==> src/rtl/uart_iomem_bridge_if.sv <==
// iomem peripheral bus signal bundle: the bridge drives it as master, a responder as slave.
interface uart_iomem_bridge_if;
    logic        m_valid;
    logic        m_ready;
    logic [3:0]  m_wstrb;
    logic [31:0] m_addr;
    logic [31:0] m_wdata;
    logic [31:0] m_rdata;

    modport master (output m_valid, m_wstrb, m_addr, m_wdata, input m_ready, m_rdata);
    modport slave  (input m_valid, m_wstrb, m_addr, m_wdata, output m_ready, m_rdata);
endinterface

==> src/rtl/uart_iomem_bridge.sv <==
// UART (8N1) debug bridge issuing single 32-bit iomem reads/writes and returning the result over tx.
// state  | meaning
// IDLE   | waiting for a command byte (0x57 write, 0x52 read, else NAK)
// ADDR   | collecting A3..A0
// DATA   | collecting D3..D0 (write only)
// BUS    | m_valid held until m_ready or timeout
// RESP   | sending ACK/NAK or R3..R0 back-to-back
module uart_iomem_bridge #(
    parameter int CLKS_PER_BIT = 139,
    parameter int TIMEOUT      = 1024
) (
    input  logic i_clk,
    input  logic i_resetn,
    input  logic i_rx,
    output logic o_tx,
    output logic o_busy,
    uart_iomem_bridge_if.master bus
);
    localparam logic [15:0] LP_BIT  = 16'(CLKS_PER_BIT - 1);
    localparam logic [15:0] LP_HALF = 16'(CLKS_PER_BIT / 2 - 1);
    localparam logic [15:0] LP_TMO  = 16'(TIMEOUT - 1);

    typedef enum logic [1:0] {RX_HUNT, RX_START, RX_DATA, RX_STOP} rx_state_t;
    typedef enum logic [2:0] {P_IDLE, P_ADDR, P_DATA, P_BUS, P_RESP} p_state_t;

    logic        r_rx_meta, r_rx_sync, r_rx_prev;
    rx_state_t   r_rx_state, w_rx_next;
    logic [15:0] r_rx_cnt, w_rx_cnt;
    logic [2:0]  r_rx_bit, w_rx_bit;
    logic [7:0]  r_rx_sh, w_rx_sh;
    logic        w_rx_done, w_rx_ferr;

    p_state_t    r_p_state, w_p_next;
    logic        r_is_wr, w_is_wr;
    logic [31:0] r_addr, w_addr, r_wdata, w_wdata, r_resp, w_resp;
    logic [1:0]  r_nbyte, w_nbyte;
    logic        r_valid, w_valid;
    logic [15:0] r_tmo, w_tmo;
    logic [2:0]  r_resp_n, w_resp_n;

    logic        r_tx, r_tx_act;
    logic [8:0]  r_tx_sh;
    logic [3:0]  r_tx_left;
    logic [15:0] r_tx_cnt;
    logic        w_tx_done, w_tx_load;

    always_comb begin
        w_rx_next = r_rx_state;
        w_rx_cnt  = r_rx_cnt;
        w_rx_bit  = r_rx_bit;
        w_rx_sh   = r_rx_sh;
        w_rx_done = 1'b0;
        w_rx_ferr = 1'b0;
        case (r_rx_state)
            RX_HUNT: if (r_rx_prev && !r_rx_sync) begin
                w_rx_next = RX_START;
                w_rx_cnt  = LP_HALF;
            end
            RX_START: if (r_rx_cnt == '0) begin
                if (!r_rx_sync) begin
                    w_rx_next = RX_DATA;
                    w_rx_cnt  = LP_BIT;
                    w_rx_bit  = '0;
                end else begin
                    w_rx_next = RX_HUNT;
                end
            end else w_rx_cnt = r_rx_cnt - 16'd1;
            RX_DATA: if (r_rx_cnt == '0) begin
                w_rx_sh  = {r_rx_sync, r_rx_sh[7:1]};
                w_rx_cnt = LP_BIT;
                if (r_rx_bit == 3'd7) w_rx_next = RX_STOP;
                else                  w_rx_bit  = r_rx_bit + 3'd1;
            end else w_rx_cnt = r_rx_cnt - 16'd1;
            RX_STOP: if (r_rx_cnt == '0) begin
                w_rx_next = RX_HUNT;
                w_rx_done = r_rx_sync;
                w_rx_ferr = !r_rx_sync;
            end else w_rx_cnt = r_rx_cnt - 16'd1;
            default: w_rx_next = RX_HUNT;
        endcase
    end

    // Next reply byte may start in the very cycle the previous stop bit ends.
    assign w_tx_done = r_tx_act && (r_tx_cnt == '0) && (r_tx_left == '0);
    assign w_tx_load = (r_p_state == P_RESP) && (r_resp_n != '0) && (!r_tx_act || w_tx_done);

    always_comb begin
        w_p_next = r_p_state;
        w_is_wr  = r_is_wr;
        w_addr   = r_addr;
        w_wdata  = r_wdata;
        w_nbyte  = r_nbyte;
        w_valid  = r_valid;
        w_tmo    = r_tmo;
        w_resp   = r_resp;
        w_resp_n = r_resp_n;
        case (r_p_state)
            P_IDLE: if (w_rx_done) begin
                if (r_rx_sh == 8'h57 || r_rx_sh == 8'h52) begin
                    w_p_next = P_ADDR;
                    w_is_wr  = (r_rx_sh == 8'h57);
                    w_nbyte  = 2'd3;
                end else begin
                    w_p_next = P_RESP;
                    w_resp   = {8'h15, 24'h0};
                    w_resp_n = 3'd1;
                end
            end
            P_ADDR: if (w_rx_ferr) w_p_next = P_IDLE;
            else if (w_rx_done) begin
                w_addr = {r_addr[23:0], r_rx_sh};
                if (r_nbyte != '0) w_nbyte = r_nbyte - 2'd1;
                else if (r_is_wr) begin
                    w_p_next = P_DATA;
                    w_nbyte  = 2'd3;
                end else begin
                    w_p_next = P_BUS;
                    w_valid  = 1'b1;
                    w_tmo    = LP_TMO;
                end
            end
            P_DATA: if (w_rx_ferr) w_p_next = P_IDLE;
            else if (w_rx_done) begin
                w_wdata = {r_wdata[23:0], r_rx_sh};
                if (r_nbyte != '0) w_nbyte = r_nbyte - 2'd1;
                else begin
                    w_p_next = P_BUS;
                    w_valid  = 1'b1;
                    w_tmo    = LP_TMO;
                end
            end
            P_BUS: if (bus.m_ready) begin
                w_valid  = 1'b0;
                w_p_next = P_RESP;
                w_resp   = r_is_wr ? {8'h06, 24'h0} : bus.m_rdata;
                w_resp_n = r_is_wr ? 3'd1 : 3'd4;
            end else if (r_tmo == '0) begin
                w_valid  = 1'b0;
                w_p_next = P_RESP;
                w_resp   = {8'h15, 24'h0};
                w_resp_n = 3'd1;
            end else w_tmo = r_tmo - 16'd1;
            P_RESP: if (w_tx_load) begin
                w_resp   = {r_resp[23:0], 8'h0};
                w_resp_n = r_resp_n - 3'd1;
            end else if (r_resp_n == '0 && w_tx_done) w_p_next = P_IDLE;
            default: w_p_next = P_IDLE;
        endcase
    end

    always_ff @(posedge i_clk or negedge i_resetn) begin
        if (!i_resetn) begin
            r_rx_meta  <= 1'b1;
            r_rx_sync  <= 1'b1;
            r_rx_prev  <= 1'b1;
            r_rx_state <= RX_HUNT;
            r_rx_cnt   <= '0;
            r_rx_bit   <= '0;
            r_rx_sh    <= '0;
            r_p_state  <= P_IDLE;
            r_is_wr    <= 1'b0;
            r_addr     <= '0;
            r_wdata    <= '0;
            r_nbyte    <= '0;
            r_valid    <= 1'b0;
            r_tmo      <= '0;
            r_resp     <= '0;
            r_resp_n   <= '0;
        end else begin
            r_rx_meta  <= i_rx;
            r_rx_sync  <= r_rx_meta;
            r_rx_prev  <= r_rx_sync;
            r_rx_state <= w_rx_next;
            r_rx_cnt   <= w_rx_cnt;
            r_rx_bit   <= w_rx_bit;
            r_rx_sh    <= w_rx_sh;
            r_p_state  <= w_p_next;
            r_is_wr    <= w_is_wr;
            r_addr     <= w_addr;
            r_wdata    <= w_wdata;
            r_nbyte    <= w_nbyte;
            r_valid    <= w_valid;
            r_tmo      <= w_tmo;
            r_resp     <= w_resp;
            r_resp_n   <= w_resp_n;
        end
    end

    always_ff @(posedge i_clk or negedge i_resetn) begin
        if (!i_resetn) begin
            r_tx      <= 1'b1;
            r_tx_act  <= 1'b0;
            r_tx_sh   <= '0;
            r_tx_left <= '0;
            r_tx_cnt  <= '0;
        end else if (w_tx_load) begin
            r_tx      <= 1'b0;
            r_tx_act  <= 1'b1;
            r_tx_sh   <= {1'b1, r_resp[31:24]};
            r_tx_left <= 4'd9;
            r_tx_cnt  <= LP_BIT;
        end else if (r_tx_act) begin
            if (r_tx_cnt != '0) r_tx_cnt <= r_tx_cnt - 16'd1;
            else if (r_tx_left == '0) r_tx_act <= 1'b0;
            else begin
                r_tx      <= r_tx_sh[0];
                r_tx_sh   <= {1'b0, r_tx_sh[8:1]};
                r_tx_left <= r_tx_left - 4'd1;
                r_tx_cnt  <= LP_BIT;
            end
        end
    end

    assign o_tx        = r_tx;
    assign o_busy      = (r_p_state != P_IDLE);
    assign bus.m_valid = r_valid;
    assign bus.m_addr  = r_addr;
    assign bus.m_wdata = r_wdata;
    assign bus.m_wstrb = {4{r_is_wr}};
endmodule

==> src/flat_wrapper.sv <==
// flat-port wrapper written by rule: the top's interface ports become plain ports
module uart_iomem_bridge_flat 
#(
    parameter int CLKS_PER_BIT = 139,
    parameter int TIMEOUT      = 1024
)
  (i_clk, i_resetn, i_rx, o_tx, o_busy, bus_m_valid, bus_m_wstrb, bus_m_addr, bus_m_wdata, bus_m_ready, bus_m_rdata);
  uart_iomem_bridge_if bus_i ();
  input  logic i_clk;
  input  logic i_resetn;
  input  logic i_rx;
  output logic o_tx;
  output logic o_busy;
  output wire logic [$bits(bus_i.m_valid)-1:0] bus_m_valid;
  output wire logic [$bits(bus_i.m_wstrb)-1:0] bus_m_wstrb;
  output wire logic [$bits(bus_i.m_addr)-1:0] bus_m_addr;
  output wire logic [$bits(bus_i.m_wdata)-1:0] bus_m_wdata;
  input wire logic [$bits(bus_i.m_ready)-1:0] bus_m_ready;
  input wire logic [$bits(bus_i.m_rdata)-1:0] bus_m_rdata;
  assign bus_m_valid = bus_i.m_valid;
  assign bus_m_wstrb = bus_i.m_wstrb;
  assign bus_m_addr = bus_i.m_addr;
  assign bus_m_wdata = bus_i.m_wdata;
  assign bus_i.m_ready = bus_m_ready;
  assign bus_i.m_rdata = bus_m_rdata;
  uart_iomem_bridge #(.CLKS_PER_BIT(CLKS_PER_BIT), .TIMEOUT(TIMEOUT)) u_core (.i_clk(i_clk), .i_resetn(i_resetn), .i_rx(i_rx), .o_tx(o_tx), .o_busy(o_busy), .bus(bus_i));
endmodule
==> config.mk <==
export PLATFORM = sky130hd
export DESIGN_NAME = uart_iomem_bridge_flat
export DESIGN_NICKNAME = d
export VERILOG_FILES = /design/src/rtl/uart_iomem_bridge_if.sv /design/src/rtl/uart_iomem_bridge.sv /design/src/flat_wrapper.sv
export SDC_FILE = /design/constraint.sdc
export NUM_CORES = 1
export LEC_CHECK = 0
export ABC_AREA = 1
export CAP_MARGIN = 10
export CORE_AREA = 2 2 138 207
export CTS_BUF_LIST = sky130_fd_sc_hd__clkbuf_4
export DETAILED_ROUTE_END_ITERATION = 8
export DIE_AREA = 0 0 140 209
export PLACE_DENSITY_LB_ADDON = 0.3
export SLEW_MARGIN = 5
export SYNTH_ARGS = -nofsm -noshare
export SYNTH_HDL_FRONTEND = slang
export SYNTH_SLANG_ARGS = --single-unit
export TNS_END_PERCENT = 10
==> constraint.sdc <==
create_clock -name i_clk -period 5.4 [get_ports i_clk]
set_input_delay 0.54 -clock i_clk [delete_from_list [all_inputs] [get_ports i_clk]]
set_output_delay 0.54 -clock i_clk [all_outputs]
set_load 0.01 [all_outputs]
==> results.yml, run 1 <==
status:
  status: "finished with violations"
  violations: "DRC"
drt:
  wl_per_cell_um: 13.9
  drc_errors: 9
  routed_via_density: 4.95
  route.antenna.remaining_nets: 0
  drt_wl_total_um: 22900
  drtIter0Drc: 549
  dr.pass1.iters: 7
  vias: 8140
synthesis:
  syn-instance-count: 1203
  synth_area_sq_mm: 0.00947
  syn_avg_cell_area_sq_um: 7.87
  ys_warn_count: 0
  syn_nets: 1254
  ys_seq_area_share_pct: 48.9
  ys_seq_elements: 185
  yosysUniqueCellTypes: 40
grt:
  antenna_found_initial: 1
  grt_usage_pct: 16.2
  grt_pass1_wl_um: 38900
  grt_pass1_vias: 7983
  grt_max_degree: 105
  grt_overflow: 0
die:
  rows: 75
  die_y_um: 209
  die_w_um: 140
  start_util_pct: 34.2
  io_pins: 107
  die-area_sq_mm: 0.0293
  design.core.area_sq_mm: 0.0277
finish:
  syn_to_final_growth_pct: 17.1
  regArea_sq_mm: 0.00463
  multi_input_area_sq_mm: 0.00418
  fin_cells: 1645
  fin_area_sq_mm: 0.0111
  drive_above_1_share_pct: 5.55
  n_fill_cell: 2833
  nNetsFinal: 1336
sta:
  tightest_slew_ns: 0.875
  fmax_ghz: 0.307
  rsz0062_at_grt: "false"
  fin_hold_ws_ns: 0.305
  tns_ns: 0
  drv_slew: 0
  finalCriticalPeriod_ns: 3.26
  finalHoldViolCount: 0
  setup_viol: 0
  skew_ns: 0.0212
  slew_headroom_pct: 41.7
  period_share_pct: 60.4
setup_path:
  cp-start-kind: "flip-flop"
  cp.required_ns: 5.93
  arrival_ns: 3.79
  cp_max_fo: 35
  end_kind: "flip-flop"
  r2r_cells: 11
  crit_type: "flip-flop to flip-flop"
clock_network:
  clk_latency_ns: 0.63
  htree_levels: 4
  cts-hold-fix-buffers: 1
  numCtsBuffers: 17
  clkSinkCount: 185
  root_buffer: "clkbuf_4"
  postCtsSetupRepairBufs: 0
  clk_pin_slew_ns: 0.15
  cts_tree: "built"
  clk_path_buf_depth: 2
  post_cts_resized: 0
pwr:
  pwr_density_cell_mw_per_mm2: 339
  ir_drop_mv: 0.141
  leakagePower_nw: 5.71
placed_design:
  gp_congestion: 0.895
  dp_cells: 1609
  port_buffers: 106
  dpl_cell_area_sq_mm: 0.0107
  dp_hpwl_um: 15600
flow_run:
  maxCapViolations: 0
hold_path:
  holdCritPathClass: "input pin to flip-flop"
  hold_path_depth: 1
-- final timing paths --
check | startpoint | to | slack (ns)
setup / recovery | u_core.r_tx_cnt[0] | u_core.r_resp[1] | 2.14
hold / removal | i_rx | u_core.r_rx_meta | 0.31
setup reg to reg | u_core.r_tx_cnt[0] | u_core.r_resp[1] | 2.14
hold reg to reg | u_core.r_rx_meta | u_core.r_rx_sync | 0.37
max in group asynchronous | i_resetn | u_core.bus.m_wdata[10] | 3.72
min in group asynchronous | i_resetn | u_core.r_rx_cnt[5] | 0.56
-- cell families (layout without fill, tap and decap cells) --
logic type	Yosys count	count (layout)	synth area share (%)
xor gates and xnor gates	20	20	1.85
and+or+nand+nor	699	699	31.6
other	0	1	0
AOI/OAI and AO/OA	135	135	8.64
buffers and inverters	149	244	6.94
adders and majority gates	15	15	1.98
DFF	185	185	48.9
-- layout make-up --
cell class | count | area share [%]
antenna | 1 | 0.0226
inverter | 98 | 3.32
clock buffer | 18 | 1.22
tap | 346 | 3.90
multi-input combinational | 869 | 37.7
timing repair buffer | 114 | 10.5
clock inverter | 14 | 1.53
sequential | 185 | 41.8
-- where the power goes --
group | total (mW) | internal (mW) | switching [mW]
Sequential | 1.69 | 1.56 | 0.130
Combinational | 1.23 | 0.394 | 0.839
Clock | 0.843 | 0.329 | 0.514
Total | 3.76 | 2.28 | 1.48
-- synthesized netlist by cell type, drive strengths merged --
master / count / area (sq um)
a21oi: 19 / 118
inv: 97 / 364
buf: 33 / 221
clkbuf: 18 / 67.6
a32o: 2 / 20.0
a31oi: 1 / 6.26
or2: 7 / 43.8
o31ai: 2 / 15.0
clkinv: 1 / 3.75
nand4: 41 / 272
nand2: 403 / 1530
nor2: 111 / 447
xor2: 16 / 140
a22o: 20 / 175
nand3: 118 / 603
dfrtp: 181 / 4530
o21ai: 85 / 440
o311ai: 1 / 8.76
o21bai: 1 / 7.51
o22ai: 2 / 12.5
xnor2: 4 / 35.0
dfstp: 4 / 105
nor3: 16 / 80.1
o211ai: 2 / 15.0
nand3b: 3 / 22.5
ha: 15 / 188
-- layer usage --
layer  GRT usage [%]  share of wire [%]  vias up
li1                -                  -     4074
met1            19.9                 43     3855
met2            28.1                 51      171
met3            2.82                3.4       40
met4            6.55                2.5        0
met5               0                  0        -
-- layout by cell type, fill, tap and decap left out, drive strengths merged, types with 19 or more instances in the layout --
| cell type | synthesis | layout |
|---|---|---|
| a21oi | 19 | 19 |
| a22o | 20 | 20 |
| clkbuf | 18 | 19 |
| clkdlybuf4s50 | 0 | 105 |
| dfrtp | 181 | 181 |
| inv | 97 | 101 |
| nand2 | 403 | 403 |
| nand3 | 118 | 118 |
| nand4 | 41 | 41 |
| nor2 | 111 | 111 |
| o21ai | 85 | 85 |
-- registers in the layout, summed over array words and instances (netlist names), 8 cells and up, named ones only --
signal / count
u_core.r_rx_cnt: 16
u_core.r_tx_sh: 9
u_core.r_resp: 32
u_core.r_tmo: 16
u_core.bus.m_wdata: 32
u_core.r_tx_cnt: 16
u_core.bus.m_addr: 32
u_core.r_rx_sh: 8
-- worst max-delay path, cell delays in order, from the launching register on --
cell     delay [ns]
dfrtp_1        0.39
inv_1          0.14
ha_1           0.20
nand2_1        0.15
nor2_2         0.20
nand3_1        0.10
nand2_1        0.10
nand2_1        0.47
nand2_2        0.68
nand3_4        0.47
nand2_1        0.19
nand2_1        0.06
-- stage by stage --
step	utilization [%]	setup slack, ns	power (mW)
floorplan	-	3.54	2.63
global placement	38.7	1.98	2.93
detailed placement	38.7	1.92	2.94
CTS	39.9	1.86	3.81
global route	40.1	1.76	4.07
finish	40.1	2.14	3.76
No activity file was read; power rests on OpenSTA's default activity.
==> run 2: changes to the inputs <==
==> constraint.sdc (replaced) <==
create_clock -name i_clk -period 3.4 [get_ports i_clk]
set_input_delay 0.34 -clock i_clk [delete_from_list [all_inputs] [get_ports i_clk]]
set_output_delay 0.34 -clock i_clk [all_outputs]
set_load 0.01 [all_outputs]
==> results.yml, run 2 (synthesized netlist as in run 1, its figures left out) <==
grt:
  grt_max_degree: 91
  antenna_found_initial: 1
  grt_pass1_wl_um: 38800
  grt_pass1_vias: 7936
  grt_overflow: 0
  grt_usage_pct: 16.1
die:
  die_y_um: 209
  die-area_sq_mm: 0.0293
  die_w_um: 140
  design.core.area_sq_mm: 0.0277
  start_util_pct: 34.2
  rows: 75
  io_pins: 107
drt:
  wl_per_cell_um: 13.9
  drc_errors: 9
  dr.pass1.iters: 7
  drt_wl_total_um: 23000
  routed_via_density: 4.89
  drtIter0Drc: 571
  route.antenna.remaining_nets: 0
  vias: 8086
finish:
  drive_above_1_share_pct: 6.21
  layout_commonest_cell: "nand2_1"
  final_cell_mix: "nand2_1, dfrtp_1, nand3_1"
  syn_to_final_growth_pct: 17.3
  nNetsFinal: 1343
  fin_util_pct: 40.1
  n_fill_cell: 2827
sta:
  rsz0062_at_grt: "false"
  period_share_pct: 77.0
  fin_hold_ws_ns: 0.132
  skew_ns: 0.0231
  drv_slew: 0
  tightest_slew_ns: 0.759
  slew_headroom_pct: 49.4
  tns_ns: 0
  finalCriticalPeriod_ns: 2.62
  finalHoldViolCount: 0
  setup_viol: 0
  fmax_ghz: 0.382
setup_path:
  crit_chain: "inv_1, ha_1, nand2_1, nor2_2, nand3_1, nand2_1, nand2_1, nand2_1, inv_1, nand2_1, o31ai_1"
  critPathMaxStageDelay_ns: 0.52
  cp.required_ns: 3.88
  arrival_ns: 3.10
  crit_type: "flip-flop to flip-flop"
  path_common_cell: "nand2_1"
  cp-start-kind: "flip-flop"
  cp_slowest_cell: "nand2_1"
  r2r_slack_ns: 0.78
  end_kind: "flip-flop"
  cp_max_fo: 16
clock_network:
  root_buffer: "clkbuf_4"
  clkSinkCount: 185
  cts_tree: "built"
  postCtsSetupRepairBufs: 0
  clk_latency_ns: 0.61
  clk_path_buf_depth: 2
  clk_pin_slew_ns: 0.15
  htree_levels: 4
  numCtsBuffers: 17
pwr:
  combPwrFrac_pct: 33.5
  ir_drop_mv: 0.216
  p_int_mw: 3.57
  seqPwrFrac_pct: 45.1
  pwr-share-clk_pct: 21.4
  swShare_pct: 40.1
  leakagePower_nw: 5.72
  power.switching_mw: 2.39
  total_power_mw: 5.97
  pwr_density_cell_mw_per_mm2: 537
placed_design:
  gp_congestion: 0.975
  dp_hpwl_um: 16000
  port_buffers: 106
hold_path:
  holdCritPathClass: "input pin to flip-flop"
status:
  violations: "DRC"
  status: "finished with violations"
flow_run:
  maxCapViolations: 0
[run 2: cell count changes in the layout (fill, tap and decap cells not counted), moves of 2 or more]
cell	before	now
clkinv_1	3	1
buf_4	5	13
clkinvlp_4	2	5
buf_16	2	0
[run 2: worst paths after layout]
check | start | to | cells past startpoint
max | u_core.r_tx_cnt[0] | u_core.r_tx_left[1] | 11
min | i_rx | u_core.r_rx_meta | 1
max reg2reg | u_core.r_tx_cnt[0] | u_core.r_tx_left[1] | 11
min reg2reg | u_core.r_rx_meta | u_core.r_rx_sync | 0
max in group asynchronous | i_resetn | u_core.bus.m_wdata[16] | 3
min in group asynchronous | i_resetn | u_core.r_rx_cnt[3] | 2
[run 2: routing by layer]
| metal | wire length [um] | global-route usage (%) | vias to the layer above |
|---|---|---|---|
| met2 | 11800 | 28.9 | 145 |
| met5 | 0 | 0 | - |
| li1 | - | - | 4091 |
| met1 | 9970 | 19.5 | 3812 |
| met4 | 597 | 6.20 | 0 |
| met3 | 642 | 2.27 | 38 |
[run 2: what timing repair did]
item	in CTS	in global routing
hold endpoints to repair	86	0
hold buffers	1	0
gates resized for setup	0	0
endpoints found under the setup margin	0	0
[run 2: layout make-up]
class / count / area, sq um / share of cell area, %
Antenna cell: 1 / 2.50 / 0.0225
Clock buffer: 17 / 128 / 1.15
Clock inverter: 15 / 170 / 1.53
Inverter: 98 / 368 / 3.31
Multi-Input combinational cell: 869 / 4180 / 37.6
Sequential cell: 185 / 4630 / 41.7
Tap cell: 346 / 433 / 3.90
Timing Repair Buffer: 121 / 1190 / 10.7
[run 2: critical path: cells and delay by family, from the launching register on]
family,cells,cell delay [ns]
flops,1,0.39
buf+inv,2,0.36
fa+ha+maj,1,0.21
compound gates,1,0.06
simple gates,7,1.49
[run 2: power groups by stage]
stage | clock network (mW) | registers [mW] | logic, mW
floorplan | 0 | 2.67 | 1.51
global placement | 0 | 2.72 | 1.97
detailed placement | 0 | 2.73 | 2.00
CTS | 1.34 | 2.69 | 2.01
global route | 1.41 | 2.73 | 2.31
finish | 1.28 | 2.69 | 2.00
[run 2: stage by stage]
stage | instances | cell area (sq um) | setup slack [ns]
floorplan | 1203 | 9470 | 1.54
global placement | 1618 | 10800 | 0.992
detailed placement | 1618 | 10800 | 0.818
CTS | 1651 | 11100 | 0.779
global route | 1652 | 11100 | 0.511
finish | 1652 | 11100 | 0.781
==> run 3: changes to the inputs <==
==> constraint.sdc (replaced) <==
create_clock -name i_clk -period 2.1 [get_ports i_clk]
set_input_delay 0.21 -clock i_clk [delete_from_list [all_inputs] [get_ports i_clk]]
set_output_delay 0.21 -clock i_clk [all_outputs]
set_load 0.01 [all_outputs]
==> results.yml, run 3 (synthesized netlist as in run 1, its figures left out) <==
hold_path:
  hold_path_depth: 3
  hp-start: "bus_m_rdata[2]"
  holdCritPathClass: "input pin to flip-flop"
  hold_path_end: "u_core.r_resp[2]"
setup_path:
  crit_type: "flip-flop to flip-flop"
  r2r-end: "u_core.r_resp[10]"
  r2r_cells: 10
  arrival_ns: 2.53
  cp-start-kind: "flip-flop"
  r2r_slack_ns: 0.10
  end_kind: "flip-flop"
  timing.rr.start: "u_core.r_rx_cnt[0]"
  cp.required_ns: 2.63
  cp_max_fo: 14
pwr:
  swShare_pct: 38.4
  leakagePower_nw: 5.97
  combPwrFrac_pct: 35.1
  total_power_mw: 10.2
  pwr-share-clk_pct: 22.2
  seqPwrFrac_pct: 42.7
  power.switching_mw: 3.92
  pwr_density_cell_mw_per_mm2: 881
  p_int_mw: 6.29
  ir_drop_mv: 0.338
drt:
  wl_per_cell_um: 13.8
  vias: 8358
  drc_errors: 9
  routed_via_density: 4.95
  drt_wl_total_um: 23400
  dr.pass1.iters: 7
  route.antenna.remaining_nets: 0
  drtIter0Drc: 736
die:
  die-area_sq_mm: 0.0293
  start_util_pct: 34.2
  die_w_um: 140
  rows: 75
  die_y_um: 209
  design.core.area_sq_mm: 0.0277
  io_pins: 107
sta:
  setup_ws_ns: 0.102
  fmax_ghz: 0.501
  drv_slew: 0
  finalCriticalPeriod_ns: 2.00
  period_share_pct: 95.1
  skew_ns: 0.0165
  tightest_slew_ns: 0.633
  slew_headroom_pct: 57.7
  finalHoldViolCount: 0
  rsz0062_at_grt: "true"
  setup_viol: 0
grt:
  antenna_found_initial: 1
  grt_usage_pct: 16.3
  grt_pass1_wl_um: 39300
  grt_pass1_vias: 8089
  grt_max_degree: 85
  grt_overflow: 0
finish:
  nNetsFinal: 1381
  fin_cells: 1690
  layout_commonest_cell: "nand2_1"
  drive_above_1_share_pct: 9.46
  n_fill_cell: 2815
  fin_area_sq_mm: 0.0116
  final_cell_mix: "nand2_1, dfrtp_1, nand3_1"
  fin_util_pct: 41.8
  syn_to_final_growth_pct: 22.3
clock_network:
  htree_levels: 4
  cts_tree: "built"
  clk_path_buf_depth: 2
  clk_pin_slew_ns: 0.15
  clk_latency_ns: 0.58
  root_buffer: "clkbuf_4"
  clkSinkCount: 185
  numCtsBuffers: 17
placed_design:
  dp_hpwl_um: 16400
  dp_slack_ns: 0.112
  gp_congestion: 0.886
  dpl_cell_area_sq_mm: 0.0111
  dp_cells: 1647
  port_buffers: 106
status:
  status: "finished with violations"
  violations: "DRC"
flow_run:
  maxCapViolations: 0
==> run 3: cell count changes in the layout (fill, tap and decap cells not counted), sizes merged <==
| cell | before | now |
|---|---|---|
| buf | 14 | 48 |
| clkinvlp | 5 | 2 |
| dlygate4sd3 | 1 | 4 |
| bufinv | 2 | 4 |
| clkbuf | 18 | 20 |
| clkdlybuf4s50 | 105 | 104 |
| clkinv | 5 | 6 |
| dlygate4sd2 | 0 | 1 |
| inv | 101 | 100 |
==> run 3: worst max-delay path by stage <==
| stage | from | to | slack, ns | cells past startpoint |
|---|---|---|---|---|
| 3_3_place_gp | u_core.r_rx_cnt[0] | u_core.bus.m_wdata[5] | 0.15 | 10 |
| 2_1_floorplan | u_core.r_tx_cnt[0] | u_core.r_resp_n[2] | 0.24 | 12 |
| 4_1_cts | u_core.r_p_state[1] | o_busy | 0.03 | 5 |
| 3_5_place_dp | u_core.r_rx_cnt[0] | u_core.bus.m_addr[2] | 0.11 | 10 |
| 5_1_grt | u_core.r_rx_cnt[1] | u_core.r_resp[12] | -0.01 | 10 |
| 6_report | u_core.r_rx_cnt[0] | u_core.r_resp[10] | 0.10 | 10 |
==> run 3: worst max-delay path, stage by stage (launching register included) <==
cell,delay (ns)
dfrtp_1,0.43
inv_2,0.09
ha_2,0.20
nand2_2,0.07
nor2_4,0.15
nand4_4,0.21
a21oi_4,0.30
buf_4,0.17
clkbuf_16,0.16
nand4_1,0.09
nand2_1,0.08
==> run 3: final cells by class <==
type	instances	area (sq um)	area share, %
diodes	1	2.50	0.0216
clock buffers	18	135	1.17
clock inverters	14	194	1.67
inverters	98	368	3.18
multi-input cells	869	4220	36.5
flip-flops and latches	185	4640	40.1
well taps	346	433	3.74
repair buffers	159	1580	13.7
==> run 3: through the flow <==
step           TNS (ns)  hold WS, ns
2_1_floorplan         0      -0.0856
3_3_place_gp          0        0.100
3_5_place_dp          0       0.0994
4_1_cts               0       0.0911
5_1_grt         -0.0563        0.106
6_report              0        0.142
==> run 3: per-layer routing <==
metal  GRT usage (%)  vias to the layer above  share of wire (%)
li1                -                     4158                  -
met1            19.9                     4007                 43
met2            29.2                      166                 52
met3            2.36                       27                2.8
met4            5.78                        0                1.8
met5               0                        -                  0
==> run 3: power groups by stage <==
| stage | clock [mW] | sequential [mW] | combinational [mW] |
|---|---|---|---|
| 5_1_grt | 2.49 | 4.42 | 4.07 |
| 4_1_cts | 2.36 | 4.34 | 3.50 |
| 3_5_place_dp | 0 | 4.41 | 3.48 |
| 6_report | 2.27 | 4.36 | 3.58 |
| 2_1_floorplan | 0 | 4.32 | 2.44 |
| 3_3_place_gp | 0 | 4.40 | 3.43 |
==> run 3: timing repair <==
action                                 in CTS  in global routing
pin swaps                                   0                  4
buffers inserted                            2                  3
cloned                                      0                  1
hold buffers                                4                  0
endpoints found under the hold margin     183                  0
setup endpoints to repair                   4                133
gates resized for setup                     4                 16
